==> config.mk <==
export PLATFORM = sky130hd
export DESIGN_NAME = la_cellbist4
export DESIGN_NICKNAME = d
export VERILOG_FILES = /design/src/rtl/la_cellbist_pkg.sv /design/src/rtl/la_cellbist_seq.sv /design/src/rtl/la_cellbist4.sv
export SDC_FILE = /design/constraint.sdc
export NUM_CORES = 1
export LEC_CHECK = 0
export ABC_AREA = 1
export CELL_PAD_IN_SITES_DETAIL_PLACEMENT = 0
export CELL_PAD_IN_SITES_GLOBAL_PLACEMENT = 1
export CORE_UTILIZATION = 35
export CTS_BUF_LIST = sky130_fd_sc_hd__clkbuf_2 sky130_fd_sc_hd__clkbuf_4 sky130_fd_sc_hd__clkbuf_8
export DETAILED_ROUTE_END_ITERATION = 6
export GPL_TIMING_DRIVEN = 0
export HOLD_SLACK_MARGIN = 0.15
export PLACE_DENSITY_LB_ADDON = 0.1
export SLEW_MARGIN = 10
export SYNTH_ARGS = -nofsm -noshare
export SYNTH_HDL_FRONTEND = slang
export SYNTH_HIERARCHICAL = 1
export SYNTH_SLANG_ARGS = --single-unit
==> constraint.sdc <==
create_clock -name clk -period 2.6 [get_ports clk]
set_input_delay 0.52 -clock clk [delete_from_list [all_inputs] [get_ports clk]]
set_output_delay 0.52 -clock clk [all_outputs]
set_load 0.1 [all_outputs]
==> src/rtl/la_cellbist_pkg.sv <==
// Shared types and constants for the la_cellbist4 four-input cell self-test driver.
package la_cellbist_pkg;

   // Sweep sequencer states. The sequencer exports its current state on a debug port.
   typedef enum logic [1:0] {
      ST_IDLE  = 2'd0,
      ST_DRIVE = 2'd1,
      ST_CHECK = 2'd2,
      ST_DONE  = 2'd3
   } state_t;

   // One sweep applies every combination of the four cell inputs.
   localparam int PAT_CNT = 16;
   localparam int IDX_W   = 4;

   // Holds 0..PAT_CNT, so the count cannot wrap.
   localparam int ERR_W   = 5;

endpackage

==> src/rtl/la_cellbist_seq.sv <==
// Sweep sequencer for la_cellbist4. It holds the state register, the pattern
// index, the settle wait counter and the registered cell drive pattern.
//
// start handshake: start is a single-cycle request. It is accepted on a rising
// edge only while busy is 0 (IDLE or DONE). A start seen while busy is dropped;
// it is neither queued nor does it restart the sweep.
module la_cellbist_seq
   import la_cellbist_pkg::*;
#(
   parameter int SETTLE = 2   // drive cycles before the check cycle, 1..15
)
(
   input  logic             clk,
   input  logic             reset,
   input  logic             start,
   output state_t           state,   // debug view of the sequencer state
   output logic [IDX_W-1:0] idx,
   output logic [3:0]       pat,     // {b0,a2,a1,a0}
   output logic             busy,
   output logic             done
);

   localparam logic [3:0]       SETTLE_W = 4'(SETTLE);
   localparam logic [IDX_W-1:0] LAST_IDX = IDX_W'(PAT_CNT - 1);

   logic [3:0] wait_cnt;

   // Sweep FSM: each pattern spends SETTLE cycles in DRIVE and one in CHECK.
   // All outputs are registers so the cell pins never glitch.
   always_ff @(posedge clk) begin
      if (reset) begin
         state    <= ST_IDLE;
         idx      <= '0;
         wait_cnt <= '0;
         pat      <= '0;
         busy     <= 1'b0;
         done     <= 1'b0;
      end else begin
         case (state)
            ST_IDLE, ST_DONE: begin
               if (start) begin
                  state    <= ST_DRIVE;
                  idx      <= '0;
                  wait_cnt <= 4'd1;
                  pat      <= '0;
                  busy     <= 1'b1;
                  done     <= 1'b0;
               end
            end
            ST_DRIVE: begin
               if (wait_cnt == SETTLE_W) begin
                  state <= ST_CHECK;
               end else begin
                  wait_cnt <= wait_cnt + 4'd1;
               end
            end
            ST_CHECK: begin
               if (idx == LAST_IDX) begin
                  state <= ST_DONE;
                  pat   <= '0;
                  busy  <= 1'b0;
                  done  <= 1'b1;
               end else begin
                  state    <= ST_DRIVE;
                  idx      <= idx + 4'd1;
                  wait_cnt <= 4'd1;
                  pat      <= idx + 4'd1;
               end
            end
            default: begin
               state <= ST_IDLE;
            end
         endcase
      end
   end

endmodule

==> src/rtl/la_cellbist4.sv <==
// la_cellbist4: sequential self-test driver for four-input, one-output cells.
// Drives all 16 input patterns, samples z at the end of each check cycle,
// compares against TRUTH (bit index {b0,a2,a1,a0}) and reports the mismatch
// count and pass/fail.
// Optional feature macro: LA_CELLBIST_FAILLOG_EN adds a first-failure log
// (fail_vld, fail_idx, fail_z).
module la_cellbist4
   import la_cellbist_pkg::*;
#(
   parameter string       PROP   = "DEFAULT",   // implementation property, passed through
   parameter logic [15:0] TRUTH  = 16'hFE00,    // default: (a0|a1|a2)&b0
   parameter int          SETTLE = 2            // legal range 1..15
)
(
   input  logic             clk,
   input  logic             reset,
   input  logic             start,
   input  logic             z,
   output logic             a0,
   output logic             a1,
   output logic             a2,
   output logic             b0,
   output logic             busy,
   output logic             done,
   output logic             pass,
   output logic [ERR_W-1:0] err_cnt
`ifdef LA_CELLBIST_FAILLOG_EN
   ,
   output logic             fail_vld,
   output logic [3:0]       fail_idx,
   output logic             fail_z
`endif
);

   state_t           state;
   logic [IDX_W-1:0] idx;
   logic [3:0]       pat;
   logic             launch;
   logic             check;
   logic             mism;

   la_cellbist_seq #(
      .SETTLE (SETTLE)
   ) u_seq (
      .clk   (clk),
      .reset (reset),
      .start (start),
      .state (state),
      .idx   (idx),
      .pat   (pat),
      .busy  (busy),
      .done  (done)
   );

   assign {b0, a2, a1, a0} = pat;

   // A sweep is accepted exactly when the sequencer is not busy.
   assign launch = start & ~busy;
   assign check  = (state == ST_CHECK);
   // z only matters in CHECK; gating first keeps an unknown z harmless elsewhere.
   assign mism   = check & (z != TRUTH[idx]);

   // Mismatch counter: cleared at sweep launch, bumped after each failing check.
   always_ff @(posedge clk) begin
      if (reset) begin
         err_cnt <= '0;
      end else if (launch) begin
         err_cnt <= '0;
      end else if (mism) begin
         err_cnt <= err_cnt + ERR_W'(1);
      end
   end

   assign pass = done & (err_cnt == '0);

`ifdef LA_CELLBIST_FAILLOG_EN
   // First-failure capture: later mismatches never overwrite the log.
   always_ff @(posedge clk) begin
      if (reset) begin
         fail_vld <= 1'b0;
         fail_idx <= '0;
         fail_z   <= 1'b0;
      end else if (launch) begin
         fail_vld <= 1'b0;
         fail_idx <= '0;
         fail_z   <= 1'b0;
      end else if (mism && !fail_vld) begin
         fail_vld <= 1'b1;
         fail_idx <= idx;
         fail_z   <= z;
      end
   end
`endif

endmodule

; ---- Word level (Yosys, flattened, before mapping)
; Memory sizes are Yosys's and may differ from the RTL's. A register that Yosys moved wholly into a read port is not among the register bits.
; Index checks and enable logic that the tools add are counted.
[totals]
out_inout_bits = 12
input_bits = 4
mem_bits_ro = 16
regBits = 21
elab_cells = 59
n_memories = 1
[memory_table]
columns = memory, words, word_bits, read_ports, rd_ports_with_merged_regs, write_ports, line
row1 = (no name shown), 16, 1, 1, 1, 0, la_cellbist4.sv:61  ; assign mism = check & (z != TRUTH[idx]);
[op_classes]
mux = 22
n_reduce_logical = 10
bitwise_logic = 4
n_eq_ne = 11
n_lt_le_gt_ge = 1
addsub = 3
[op_table]
columns = cell, count
row1 = $mux W4, 8
row2 = $pmux W4 S2, 2
row3 = $pmux W4 S3, 1
row4 = $reduce_and A3 Y1, 3
row5 = $add A4 B1 Y4 const B, 2
row6 = $mux W2, 3
row7 = $ne A2 B2 Y1 const B, 3
row8 = $pmux W2 S3, 1
row9 = $add A5 B1 Y5 const B, 1
row10 = $logic_not A5 Y1, 1
row11 = $lt A4 B5 Y1 const B, 1
row12 = $mux W1, 5
row13 = $eq A2 B2 Y1 const B, 2
row14 = $eq A4 B2 Y1 const B, 1
row15 = $eq A4 B4 Y1 const B, 1
row16 = $ne A2 B1 Y1 const B, 2
row17 = $pmux W1 S2, 2
row18 = $reduce_and A2 Y1, 2
row19 = $reduce_or A2 Y1, 2
row20 = $and A1 B1 Y1, 3
row21 = $eq A2 B1 Y1 const B, 1
row22 = $logic_not A2 Y1, 1
row23 = $reduce_bool A2 Y1, 1
row24 = $ne A1 B1 Y1, 1
row25 = $not A1 Y1, 1

; ---- Logic depth before layout (Yosys ltp)
[depth]
word_depth = 6
depth_mapped = 9
mapped_depth_nobuf = 9

; ---- By module
; Netlist, hierarchy kept.
[modules_own_cells]
columns = module, area_each_um2, cells_per_inst, instances
row1 = la_cellbist_seq, 829.5, 112, 1
row2 = la_cellbist4, 377.9, 51, 1

; ---- Least setup slack after synthesis
; No wires, ideal clock.
[synth_timing]
kind = register to output
from = register u_seq.done
to = output pass
setup_slack_ns = -1.074
arrival_time_ns = 3.154
n_path_buf = 0
t_required_ns = 2.080
path_stages_with_launch = 3
cell_sequence = dfxtp_1 > nand3_1 > nor3_1
[synth_between]
elab_chain_cells = 1
[synth_rtl]
columns = item, line
row1 = "start, declared", la_cellbist_seq.sv:20  ; output logic done
row2 = "start signal, assigned", la_cellbist_seq.sv:37  ; done <= 1'b0;
row3 = "start signal, assigned", la_cellbist_seq.sv:47  ; done <= 1'b0;
row4 = "start signal, assigned", la_cellbist_seq.sv:62  ; done <= 1'b1;
row5 = $and A1 B1 Y1, la_cellbist4.sv:74  ; assign pass = done & (err_cnt == '0);
row6 = "end, declared", la_cellbist4.sv:25  ; output logic pass,
; No other way between the ends.

; ---- Final worst setup path
[layout_timing]
from = register err_cnt[3]
to = output err_cnt[3]
[layout_rtl]
columns = item, line
row1 = "start, declared", la_cellbist4.sv:26  ; output logic [ERR_W-1:0] err_cnt
row2 = "start signal, assigned", la_cellbist4.sv:70  ; err_cnt <= err_cnt + ERR_W'(1);
; No word-level cell between the ends.

==> metrics <==
Max stage delay on crit path=roughly 1.2 ns; max_cap viols=0; Clock Sinks=21; PnR worst setup slack=approximately 0.16 ns; CP Class=register to primary output; antenna viol nets, final=0; CP Capture Type=primary output; H-tree depth=1; DRC=0; boundary pin count=16; share of cells above drive strength 1=17.0%; Mapped Nets=about 180; Worst-path clk slew=0.13 ns; Iter 0 DRT Violations=a little over 70; slew margin rel.=34.7%; worst vdd ir=0.290 mV; top cells by count, synth=39 x nand2_1, 21 x dfxtp_1, 19 x a21oi_1; CTS Root Buffer Type=clkbuf_4; Net count, final=195; #FFs+latches synth=21; wire per inst=about 11 um; fin util=46.0%; status=finished clean; crit share post-route=93.9%; first-pass GRT wire length=4110 um; Area growth, synth to finish=20.0%; crit path buf inv count=1; Slowest-stage cell, CP=clkdlybuf4s50_1; Place WS=0.0988 ns; r2r startpoint=u_seq/state[0]$_SDFFE_PP0P_; clk buf depth=2; Max Freq=between 0.4 and 0.5 GHz; Worst Tran Pin Value=between 0.9 and 1 ns; largest net degree at the start of global routing=13; critical path data arrival time=1.92 ns; Top delay family on crit path=buffers and inverters; top_reg_cell synth=dfxtp_1; Rows=20; # hold bufs at CTS=0; vias in the first global route=~920; CP startpoint kind=register; Seq/Total Area, Yosys=a little over a third; postcts setup bufs=0; core area=approximately 3200 um2; post-synth top area cell=dfxtp_1; total power=0.968 mW; Tmin final=2.44 ns; Gate Count Post-Synth=163; Total GRT Usage=15.0%; Final TNS setup=0 ns; most common cell in the netlist=nand2_1; placed cells=222; Routed WL=2430 um; Worst-Skew Late Latency=0.31 ns; RSZ-0062 raised after global routing=no; Post-synth EDFFs=0; Synth Cell Area=between 1000 and 1500 um2; Fin. Hold Viols=0; Die W=60.7 um; synth unique cells=22; Final Non-Filler Cells=226; remaining global-route overflow=0; Initial Util=38.3%; DIE AREA=about 3700 um2; total power per unit cell area=668 nW/um2; Layout Skew=around 0.012 ns; Slew Viols, Final=0; Critical Path RT=2.08 ns; Leak=0.606 nW; worst min path class=register to register; Avg Inst Size Synth=roughly 7.4 um2; Hold Crit Start=u_seq/pat[0]$_SDFFE_PP0P_; dpl hpwl=1910 um; post-synth top area share=between 30% and 40%; worst-path maximum fanout=5; Synth Warn #=6; CP Cell Sequence=clkdlybuf4s50_1; Synth async-reset ratio=0%; antenna cells=0; via count=1,023; DR vias/cell=4.53; worst setup path startpoint=err_cnt[3]$_SDFFE_PP0P_; RePlAce Congestion=0.777; main area contributors after synthesis=dfxtp_1 35%, nand2_1 12%, ha_1 8.3%; setup violators final=0; initial antenna violation count=0; Detailed Routing Iterations Pass 1=4; Die H=60.7 um; CTS tree=done; port buffer count=15; Num CTS Buffers=3
[layout by cell type (no fill, tap or decap), types with 2 or more instances in the layout]
cell	n
nand2_1	39
dfxtp_1	21
a21oi_1	19
inv_1	18
clkdlybuf4s50_1	13
nand3_1	11
nor2_1	10
ha_1	8
nor2_2	6
nand4_1	6
inv_2	5
nand3_2	4
nand2_2	3
xor2_1	3
clkbuf_4	3
a21oi_2	2
[what timing repair did]
action | in CTS | in global routing
setup endpoints to repair | 1 | 2
cloned | 0 | 0
gates resized for setup | 1 | 3
[registers in the layout (all words and copies together) (netlist names)]
| register | flops |
|---|---|
| u_seq/done | 1 |
| u_seq/busy | 1 |
| u_seq/state | 2 |
| u_seq/pat | 4 |
| u_seq/idx | 4 |
| u_seq/wait_cnt | 4 |
| err_cnt | 5 |
[final timing paths]
check | endpoint | slack [ns] | cells past startpoint
max | err_cnt[3] | 0.16 | 1
min | u_seq/pat[0]$_SDFFE_PP0P_ | 0.47 | 2
max reg2reg | u_seq/wait_cnt[3]$_SDFFE_PP0P_ | 0.98 | 8
min reg2reg | u_seq/pat[0]$_SDFFE_PP0P_ | 0.47 | 2
[layer usage]
layer | routed length, um | part of all wire [%] | track usage [%]
met1 | 1290 | 53 | 21.3
met2 | 1040 | 43 | 22.6
met3 | 76 | 3.1 | 3.84
met4 | 19 | 0.78 | 3.90
met5 | 0 | 0 | 0
[through the flow]
step           hold slack, ns  instance area, um2
2_1_floorplan           0.467                1220
4_1_cts                 0.472                1450
3_5_place_dp            0.453                1420
6_report                0.469                1450
3_3_place_gp            0.452                1420
5_1_grt                 0.496                1450
[area by class of cell]
| type | instances | area [um2] |
|---|---|---|
| plain buffers | 1 | 3.75 |
| clock inverters | 1 | 5.00 |
| repair buffers | 15 | 148 |
| well taps | 44 | 55.1 |
| inverters | 23 | 86.3 |
| multi-input cells | 118 | 708 |
| flip-flops and latches | 21 | 420 |
| fillers | 349 | 1700 |
| clock buffers | 3 | 22.5 |
[report_power, final]
group	internal, mW	switching, mW
Sequential	0.352	0.0352
Combinational	0.113	0.310
Clock	0.0574	0.101
Total	0.522	0.446
[kinds of logic (layout without fill, tap and decap cells)]
family,count (synthesis),after routing,synth area share (%)
and+or+nand+nor,85,85,37.3
buffers and inverters,24,43,7.46
AOI/OAI and AO/OA,22,22,9.95
DFF,21,21,34.8
adders and majority gates,8,8,8.29
xor gates and xnor gates,3,3,2.18
No activity file was read; power rests on OpenSTA's default activity.
